**config.mk**
```make
export PLATFORM = sky130hd
export DESIGN_NAME = slavefifo2b_pad_if
export DESIGN_NICKNAME = d
export VERILOG_FILES = /design/src/rtl/slavefifo2b_pad_if.sv
export SDC_FILE = /design/constraint.sdc
export NUM_CORES = 1
export LEC_CHECK = 0
export BUFFER_PORTS_ARGS = -buffer_cell sky130_fd_sc_hd__buf_2
export CORE_MARGIN = 4
export CORE_UTILIZATION = 35
export DETAILED_ROUTE_END_ITERATION = 8
export PLACE_DENSITY = 0.78
export RECOVER_POWER = 25
export SYNTH_ARGS = -nofsm -noshare
export SYNTH_HDL_FRONTEND = slang
export SYNTH_SLANG_ARGS = --single-unit
```
**constraint.sdc**
```tcl
create_clock -name clk_100 -period 2.4 [get_ports clk_100]
set_clock_uncertainty 0.15 [all_clocks]
set_input_delay 0 -clock clk_100 [delete_from_list [all_inputs] [get_ports clk_100]]
set_output_delay 0 -clock clk_100 [all_outputs]
set_load 0.02 [all_outputs]
```
**src/rtl/slavefifo2b_pad_if.sv**
```systemverilog
// FX3 Slave FIFO 2-bit pin stage: registers flags and data in, muxes the
// active engine onto registered pins, and only switches mode once the bus is quiet.
module slavefifo2b_pad_if #(
    parameter int         DATA_W       = 32,
    parameter logic [1:0] ADDR_RD      = 2'b11,
    parameter logic [1:0] ADDR_WR      = 2'b00,
    parameter int         DRAIN_CYCLES = 4
) (
    input  logic              clk_100,
    input  logic              reset,
    input  logic [1:0]        mode_req,
    input  logic              flaga,
    input  logic              flagb,
    input  logic              flagc,
    input  logic              flagd,
    input  logic [DATA_W-1:0] data_pin_in,
    output logic [DATA_W-1:0] data_pin_out,
    output logic              data_pin_oe,
    output logic [1:0]        faddr,
    output logic              slcs_,
    output logic              slrd_,
    output logic              sloe_,
    output logic              slwr_,
    output logic              pktend_,
    output logic              flaga_d,
    output logic              flagb_d,
    output logic              flagc_d,
    output logic              flagd_d,
    output logic [DATA_W-1:0] data_in_loopback,
    output logic [1:0]        mode_active,
    output logic              loopback_mode_selected,
    output logic              streamin_mode_selected,
    output logic              streamout_mode_selected,
    input  logic              lb_slrd_,
    input  logic              lb_sloe_,
    input  logic              lb_slwr_,
    input  logic              lb_rd_select,
    input  logic [DATA_W-1:0] lb_data_out,
    input  logic              si_slwr_,
    input  logic              si_pktend_,
    input  logic [DATA_W-1:0] si_data,
    input  logic              so_slrd_,
    input  logic              so_sloe_,
    input  logic              so_rd_select
);

    typedef enum logic [1:0] {
        S_IDLE,
        S_ACTIVE,
        S_DRAIN
    } state_t;

    localparam logic [3:0] CNT_LAST = 4'(DRAIN_CYCLES - 1);

    state_t            state_q, state_d;
    logic [1:0]        mode_q, mode_d;
    logic [2:0]        sel_q, sel_d;
    logic [3:0]        cnt_q, cnt_d;

    logic              slrd_q, sloe_q, slwr_q, pktend_q, oe_q;
    logic [1:0]        faddr_q;
    logic [DATA_W-1:0] dout_q;
    logic [3:0]        flags_q;
    logic [DATA_W-1:0] din_q;

    logic              own_slrd, own_sloe, own_slwr, own_pktend, own_oe;
    logic [1:0]        own_faddr;
    logic [DATA_W-1:0] own_dout;
    logic              own_idle;
    logic              oe_d;

    // {loopback, stream-in, stream-out}
    function automatic logic [2:0] grant(input logic [1:0] m);
        return {m == 2'd1, m == 2'd2, m == 2'd3};
    endfunction

    always_comb begin
        own_slrd   = 1'b1;
        own_sloe   = 1'b1;
        own_slwr   = 1'b1;
        own_pktend = 1'b1;
        own_faddr  = ADDR_WR;
        own_oe     = 1'b0;
        own_dout   = dout_q;
        case (mode_q)
            2'd1: begin
                own_slrd  = lb_slrd_;
                own_sloe  = lb_sloe_;
                own_slwr  = lb_slwr_;
                own_faddr = lb_rd_select ? ADDR_RD : ADDR_WR;
                own_dout  = lb_data_out;
                own_oe    = !lb_rd_select;
            end
            2'd2: begin
                own_slwr   = si_slwr_;
                own_pktend = si_pktend_;
                own_dout   = si_data;
                own_oe     = 1'b1;
            end
            2'd3: begin
                own_slrd  = so_slrd_;
                own_sloe  = so_sloe_;
                own_faddr = so_rd_select ? ADDR_RD : ADDR_WR;
            end
            default: ;
        endcase
    end

    assign own_idle = own_slrd & own_sloe & own_slwr & own_pktend;
    // Never drive the bus while the FX3 is enabled to drive it.
    assign oe_d     = own_oe & own_sloe;

    always_comb begin
        state_d = state_q;
        mode_d  = mode_q;
        sel_d   = sel_q;
        cnt_d   = cnt_q;
        case (state_q)
            S_IDLE: begin
                if (mode_req != 2'd0) begin
                    mode_d  = mode_req;
                    sel_d   = grant(mode_req);
                    state_d = S_ACTIVE;
                end
            end
            S_ACTIVE: begin
                if (mode_req != mode_q) begin
                    sel_d   = 3'b000;
                    cnt_d   = 4'd0;
                    state_d = S_DRAIN;
                end
            end
            S_DRAIN: begin
                if (!own_idle) begin
                    cnt_d = 4'd0;
                end else if (cnt_q == CNT_LAST) begin
                    mode_d  = mode_req;
                    sel_d   = grant(mode_req);
                    cnt_d   = 4'd0;
                    state_d = (mode_req != 2'd0) ? S_ACTIVE : S_IDLE;
                end else begin
                    cnt_d = cnt_q + 4'd1;
                end
            end
            default: state_d = S_IDLE;
        endcase
    end

    always_ff @(posedge clk_100 or posedge reset) begin
        if (reset) begin
            state_q <= S_IDLE;
            mode_q  <= 2'd0;
            sel_q   <= 3'b000;
            cnt_q   <= 4'd0;
        end else begin
            state_q <= state_d;
            mode_q  <= mode_d;
            sel_q   <= sel_d;
            cnt_q   <= cnt_d;
        end
    end

    always_ff @(posedge clk_100 or posedge reset) begin
        if (reset) begin
            slrd_q   <= 1'b1;
            sloe_q   <= 1'b1;
            slwr_q   <= 1'b1;
            pktend_q <= 1'b1;
            oe_q     <= 1'b0;
            faddr_q  <= ADDR_WR;
            dout_q   <= '0;
            flags_q  <= 4'b0000;
            din_q    <= '0;
        end else begin
            slrd_q   <= own_slrd;
            sloe_q   <= own_sloe;
            slwr_q   <= own_slwr;
            pktend_q <= own_pktend;
            oe_q     <= oe_d;
            faddr_q  <= own_faddr;
            dout_q   <= own_dout;
            flags_q  <= {flaga, flagb, flagc, flagd};
            din_q    <= data_pin_in;
        end
    end

    assign slrd_        = slrd_q;
    assign sloe_        = sloe_q;
    assign slwr_        = slwr_q;
    assign pktend_      = pktend_q;
    assign data_pin_oe  = oe_q;
    assign faddr        = faddr_q;
    assign data_pin_out = dout_q;
    assign slcs_        = (mode_q == 2'd0);

    assign {flaga_d, flagb_d, flagc_d, flagd_d} = flags_q;
    assign data_in_loopback = din_q;

    assign mode_active             = mode_q;
    assign loopback_mode_selected  = sel_q[2];
    assign streamin_mode_selected  = sel_q[1];
    assign streamout_mode_selected = sel_q[0];

endmodule
```
==> results of run 1 <==
## power groups by stage
| stage | clock network [mW] | registers [mW] | logic [mW] |
|---|---|---|---|
| final | 1.03 | 2.15 | 3.18 |
| after global routing | 1.11 | 2.20 | 3.46 |
| after CTS | 1.05 | 2.14 | 3.14 |
| after detailed placement | 0 | 2.16 | 2.82 |
| after global placement | 0 | 2.13 | 2.74 |
| after floorplan | 0 | 2.60 | 1.52 |
## what timing repair did
| item | CTS | global route |
|---|---|---|
| endpoints found under the hold margin | 117 | 0 |
| hold buffers | 113 | 0 |
| resized for setup | 0 | 3 |
| setup endpoints to repair | 0 | 17 |
## sequential cells by signal (all words and copies together) (netlist names)
signal and flops:
flags_q 4, sloe_ 1, state_q 2, data_pin_out 32, data_pin_oe 1, data_in_loopback 32, sel_q 3, slrd_ 1
faddr 1, cnt_q 4, pktend_ 1, mode_active 2, slwr_ 1
## final cells by class
class,count,area (µm²)
sequential,85,2130
timing repair buffer,311,2150
inverter,5,18.8
tap,129,161
multi-input combinational,175,1110
clock inverter,6,71.3
fill,737,3480
clock buffer,9,124
## per-layer routing
metal | vias to the layer above | GRT usage (%) | share of wire [%]
met1 | 1606 | 21.5 | 36
met4 | 0 | 10.3 | 3.8
met3 | 39 | 7.47 | 7.9
met2 | 155 | 38.9 | 52
li1 | 1579 | - | -
met5 | - | 0 | 0
## cells by family (layout without fill, tap and decap cells)
family / after synthesis / after routing / synth area share, %
DFF: 85 / 85 / 64.2
AOI/OAI and AO/OA: 56 / 56 / 9.90
and+or+nand+nor: 77 / 77 / 10.2
muxes: 35 / 35 / 10.7
xor gates and xnor gates: 2 / 2 / 0.527
adders and majority gates: 5 / 5 / 1.88
buffers and inverters: 20 / 331 / 2.71
## synthesized netlist by cell type, types with 2 or more instances
library cell  count  area share [%]
dfrtp_1          81              61
nor2_1           36             4.1
a21oi_1          34             5.1
mux2i_1          32             9.6
nand2_1          19             2.1
o21ai_0           7             1.1
buf_2             6            0.90
ha_1              5             1.9
inv_1             5            0.56
nand2b_1          5            0.94
nand3_1           5            0.75
clkbuf_1          4            0.45
dfstp_2           4             3.2
nor3_1            4            0.60
buf_1             3            0.34
mux2_1            3             1.0
o22ai_1           3            0.56
and3_1            2            0.38
buf_4             2            0.45
nor2b_1           2            0.38
o211a_1           2            0.60
xnor2_1           2            0.53
## path summary, 6_finish.rpt
kind	startpoint	to	slack [ns]	cells after the start
worst min-delay path	lb_slrd_	mode_active[0]$_DFFE_PP0P_	0.11	5
worst min register to register	sel_q[1]$_DFFE_PP0P_	sel_q[1]$_DFFE_PP0P_	0.37	1
worst max-delay path	mode_active[0]$_DFFE_PP0P_	data_pin_out[4]$_DFFE_PP0P_	0.13	6
worst max register to register	mode_active[0]$_DFFE_PP0P_	data_pin_out[4]$_DFFE_PP0P_	0.13	6
min in group asynchronous	reset	data_in_loopback[2]$_DFF_PP0_	0.49	3
max in group asynchronous	reset	data_pin_out[30]$_DFFE_PP0P_	0.68	4
## worst reg2reg max path, delay by kind of cell (launching register included)
kind,cells,cell delay (ns)
fa+ha+maj,1,0.22
compound gates,1,0.07
buf+inv,3,0.95
flops,1,0.45
mux,1,0.28
==> impl_results.md, run 1 <==
* Final hold slack at 0.108 ns
* P_leak at 2.80 nW
* Top FF cell, synth: dfrtp_1
* Postcts setup bufs at 0
* Io pins at 194
* GRT overflow at 0
* CTS tree: yes
* Avg Inst Size Synth at 11.9 µm²
* CP peak stage delay at 0.57 ns
* Clock latency on the worst-skew pair at 0.34 ns
* Core Util, Final at 62.4%
* GRT Overall Usage at 21.3%
* Cells after Synth at 280
* Ys async rst share at 100%
* Synth Net Count at 398
* Inst Count DP at 592
* Slew Limit Fails at 0
* Crit path cell chain: inv_1 > ha_2 > buf_8 > mux2i_1 > dlygate4sd3_1 > a21oi_1
* Combinational share of power at 50.0%
* Routed vias/inst at 4.69
* Kind of critical path: flip-flop to flip-flop
* Routability Congestion at 0.826
* Initial core utilization at 36.0%
* Synth-to-layout area growth at 73.4%
* Final wirelength at 11,700 µm
* Fin nets at 705
* Final Hold Viols at 0
* Synth cell types at 36
* CP Launch Type: flip-flop
* Core ar. at 0.00924 mm²
* Drt drc at 0
* TNS Setup at 0 ns
* Crit share post-route at 94.4%
* FP Rows at 35
* Maximum vdd ir drop at 0.000529 V
* HP Class: input pin to flip-flop
* Most frequent cells in the layout: 189 x buf_2, 113 x dlygate4sd3_1, 81 x dfrtp_1, 36 x nor2_1, 34 x a21oi_1
* Most common cell after layout, fill and taps aside: buf_2
* Slew HR at 2.08%
* Synth Register Bits at 85
* Setup ws final at 0.135 ns
* Final Setup Violations at 0
* Number of global-route vias before repair at 3,875
* Final Critical Period at 2.27 ns
* Seq pwr share at 33.8%
* 1st-pass router iterations at 4
* Cell Pwr Density at 1100 mW/mm²
* Failing checks: max-capacitance violations
* Die ar. at 0.0111 mm²
* CP arrival at 2.31 ns
* F_max at 441 MHz
* Critical Path Fanout Max at 30
* Buf+Inv Stages, Crit Path at 3
* Max-capacitance violation count at 1
* Die width at 105 µm
* Seq/Total Area, Yosys at 64.2%
* Initial antenna violation count at 0
* Crit-path slowest cell: dlygate4sd3_1
* CP delay by family, top: buffers and inverters
* Power Total at 6.36 mW
* Ant. Diodes at 0
* Share of layout cells above drive strength 1 at 37.1%
* Post-DP HPWL at 6880 µm
* Num CTS Buffers at 9
* Total number of vias at 3,379
* Fin cells at 720
* Cell-internal power at 3.67 mW
* Clk network pwr share at 16.2%
* Placed Area at 0.00444 mm²
* First-pass GRT wire length at 18,800 µm
* Detailed-route wire length per cell at 16.3 µm
* Req. time, crit path at 2.44 ns
* Clock sink count at 85
* Switching Fraction at 42.3%
* Mapped cell area at 0.00332 mm²
* Htree depth at 3
* Starting DRT DRC Count at 159
* Die Y at 105 µm
* Number of synthesized flops with an enable pin at 0
* Worst-Margin Slew at 1.47 ns
* Post-route cell area at 0.00576 mm²
* CTS root buffer: clkbuf_8
* # port buffers at 193
* Clock-pin slew on the worst setup and hold paths at 0.09 ns
* Crit end category: flip-flop
* Yosys warning count at 0
* Largest net degree at the start of global routing at 67
* RSZ-0062 raised after global routing: false
* Status: finished, violations left
* Switching Power at 2.69 mW
* DP Worst Slack at 0.205 ns
* Detail Route Antenna Nets at 0
* Clk buf depth at 2
No activity file was read; power rests on OpenSTA's default activity.
==> inputs of run 2 (changes only) <==
ABC_AREA = 1   (was default)
==> run 2 against run 1 <==
Against the previous run: area after synthesis fell by 1.7%; power down 1.1%; largest cell class unchanged; global-route usage grew 1.2 points; the flow still finishes with violations (max-capacitance violations); first-iteration DRC count stayed put; design area shrank 0.98%.
==> impl_results.md, run 2 <==
* Status: finished, violations left
* Failing checks: max-capacitance violations
* Top-area cell type share of the netlist area at 62.1%
* Num CTS Buffers at 9
* CP arrival at 2.17 ns
* Most frequent cells in the layout: 188 x buf_2, 113 x dlygate4sd3_1, 81 x dfrtp_1, 69 x nand2_1, 67 x o21ai_0
* Placed Area at 0.00436 mm²
* Fin cells at 749
* HP Class: input pin to flip-flop
* Post-synthesis xor/xnor area fraction at 0.805%
* Die Y at 105 µm
* Crit share post-route at 86.5%
* Post-Synth Adder-Cell Area at 1.92%
* Synth Area in Simple Gates at 16.8%
* Slew HR at 0.0829%
* FP Rows at 34
* Post-DP HPWL at 6930 µm
* GRT Overall Usage at 22.6%
* Die ar. at 0.0109 mm²
* Top cells by area, synth: dfrtp_1 62%, o21ai_0 10%, nand2_1 7.9%, nor2_1 4.1%, dfstp_2 3.2%
* Max-capacitance violation count at 1
* Htree depth at 3
* Most common cell after layout, fill and taps aside: buf_2
* Drt drc at 0
* CTS root buffer: clkbuf_8
* # port buffers at 193
* Initial antenna violation count at 0
* Top FF cell, synth: dfrtp_1
* GRT overflow at 0
* Total number of vias at 3,687
* Number of global-route vias before repair at 4,103
* Seq/Total Area, Yosys at 65.3%
* Synth cell types at 26
* Post-route cell area at 0.00571 mm²
* First-pass GRT wire length at 20,000 µm
* Largest net degree at the start of global routing at 48
* Share of layout cells above drive strength 1 at 34.6%
* Kind of critical path: flip-flop to flip-flop
* Die width at 105 µm
* Avg Inst Size Synth at 9.96 µm²
* CP Launch Type: flip-flop
* F_max at 482 MHz
* Detail Route Antenna Nets at 0
* Starting DRT DRC Count at 159
* Io pins at 194
* Clock sink count at 85
* Detailed-route wire length per cell at 16.1 µm
* Crit path cell chain: inv_1 > ha_1 > inv_1 > nand2_1 > nand3_1 > dlygate4sd3_1 > nand2_1 > nor2_1
* Core ar. at 0.00889 mm²
* P_leak at 2.88 nW
* Compound-Gate Fraction of Synth Area at 11.4%
* Critical Path Fanout Max at 6
* Initial core utilization at 36.7%
* Req. time, crit path at 2.49 ns
* Ant. Diodes at 0
* Slew Limit Fails at 0
* Clock latency on the worst-skew pair at 0.34 ns
* Yosys warning count at 0
* Final wirelength at 12,000 µm
* Mux cell area share after synthesis at 0%
* Core Util, Final at 64.2%
* TNS Setup at 0 ns
* Cell Pwr Density at 1100 mW/mm²
* RSZ-0062 raised after global routing: false
* Synth Net Count at 446
* Final Critical Period at 2.08 ns
* Number of synthesized flops with an enable pin at 0
* Crit end category: flip-flop
* Largest family of logic cells by synthesized area: simple AND/OR/NAND/NOR gates
* Postcts setup bufs at 0
* CP peak stage delay at 0.60 ns
* Fin nets at 754
* Routability Congestion at 0.796
* R2r setup slk at 0.32 ns
* Inst Count DP at 620
* Worst-Margin Slew at 1.50 ns
* Final Hold Viols at 0
* Final Setup Violations at 0
* Ys async rst share at 100%
* Synth-to-layout area growth at 74.8%
* Routed vias/inst at 4.92
* Clk buf depth at 2
* Final hold slack at 0.0895 ns
* Mapped cell area at 0.00327 mm²
* Synth area leader: dfrtp_1
* CTS tree: yes
* Cells after Synth at 328
* 1st-pass router iterations at 5
* Top-count cell post-synth: dfrtp_1
* Maximum vdd ir drop at 0.000698 V
* Synth Register Bits at 85
* Post-synth top cells: 81 x dfrtp_1, 69 x nand2_1, 67 x o21ai_0
* Crit-path slowest cell: dlygate4sd3_1
* Clock-pin slew on the worst setup and hold paths at 0.09 ns
-- run 2: metrics by stage --
step                      setup WS (ns)  power (mW)
after floorplan                  0.0631        4.01
after global placement            0.429        4.82
after detailed placement          0.340        4.92
after CTS                         0.300        6.24
final                             0.324        6.29
after global routing             0.0904        6.77
-- run 2: metal layers --
metal  up-vias  global-route usage (%)  wire length, µm
li1       1680                       -                -
met1      1702                    25.7             4340
met2       261                    39.8             6170
met3        44                    6.60             1080
met4         0                    9.37              429
met5         -                       0                0
-- run 2: worst max-delay path, delay by kind of cell (launching register included) --
kind	cells	cell delay (ns)
DFF	1	0.47
and+or+nand+nor	4	0.31
adders and majority gates	1	0.25
buffers and inverters	3	0.79
-- run 2: area by class of cell --
| cell class | instances | area, µm² |
|---|---|---|
| timing repair buffer | 310 | 2130 |
| clock buffer | 9 | 124 |
| fill | 633 | 3180 |
| tap | 108 | 135 |
| sequential | 85 | 2130 |
| multi-input combinational | 211 | 1010 |
| clock inverter | 7 | 97.6 |
| inverter | 19 | 75.1 |
-- run 2: repair_timing --
item | 4_1_cts | 5_1_grt
endpoints found under the hold margin | 119 | 0
hold buffers | 113 | 0
resized for setup | 0 | 1
setup endpoints to repair | 0 | 1
-- run 2: kinds of logic (layout without fill, tap and decap cells) --
logic type / after synthesis / count (layout)
and+or+nand+nor: 131 / 131
DFF: 85 / 85
AOI/OAI and AO/OA: 72 / 72
buffers and inverters: 32 / 345
adders and majority gates: 5 / 5
xor gates and xnor gates: 3 / 3
-- run 2: final timing paths --
kind | to | cells after the start | start
min in group asynchronous | data_pin_out[5]$_DFFE_PP0P_ | 3 | reset
worst min register to register | sel_q[1]$_DFFE_PP0P_ | 2 | sel_q[1]$_DFFE_PP0P_
worst max register to register | data_pin_oe$_DFF_PP0_ | 8 | mode_active[1]$_DFFE_PP0P_
max in group asynchronous | slrd_$_DFF_PP1_ | 4 | reset
worst min-delay path | cnt_q[1]$_DFFE_PP0P_ | 7 | lb_slwr_
worst max-delay path | data_pin_oe$_DFF_PP0_ | 8 | mode_active[1]$_DFFE_PP0P_
-- run 2: power by group --
| group | leakage (nW) | switching (mW) | internal, mW |
|---|---|---|---|
| clock network | 0.113 | 0.582 | 0.519 |
| logic | 1.75 | 1.98 | 1.05 |
| registers | 1.02 | 0.262 | 1.90 |
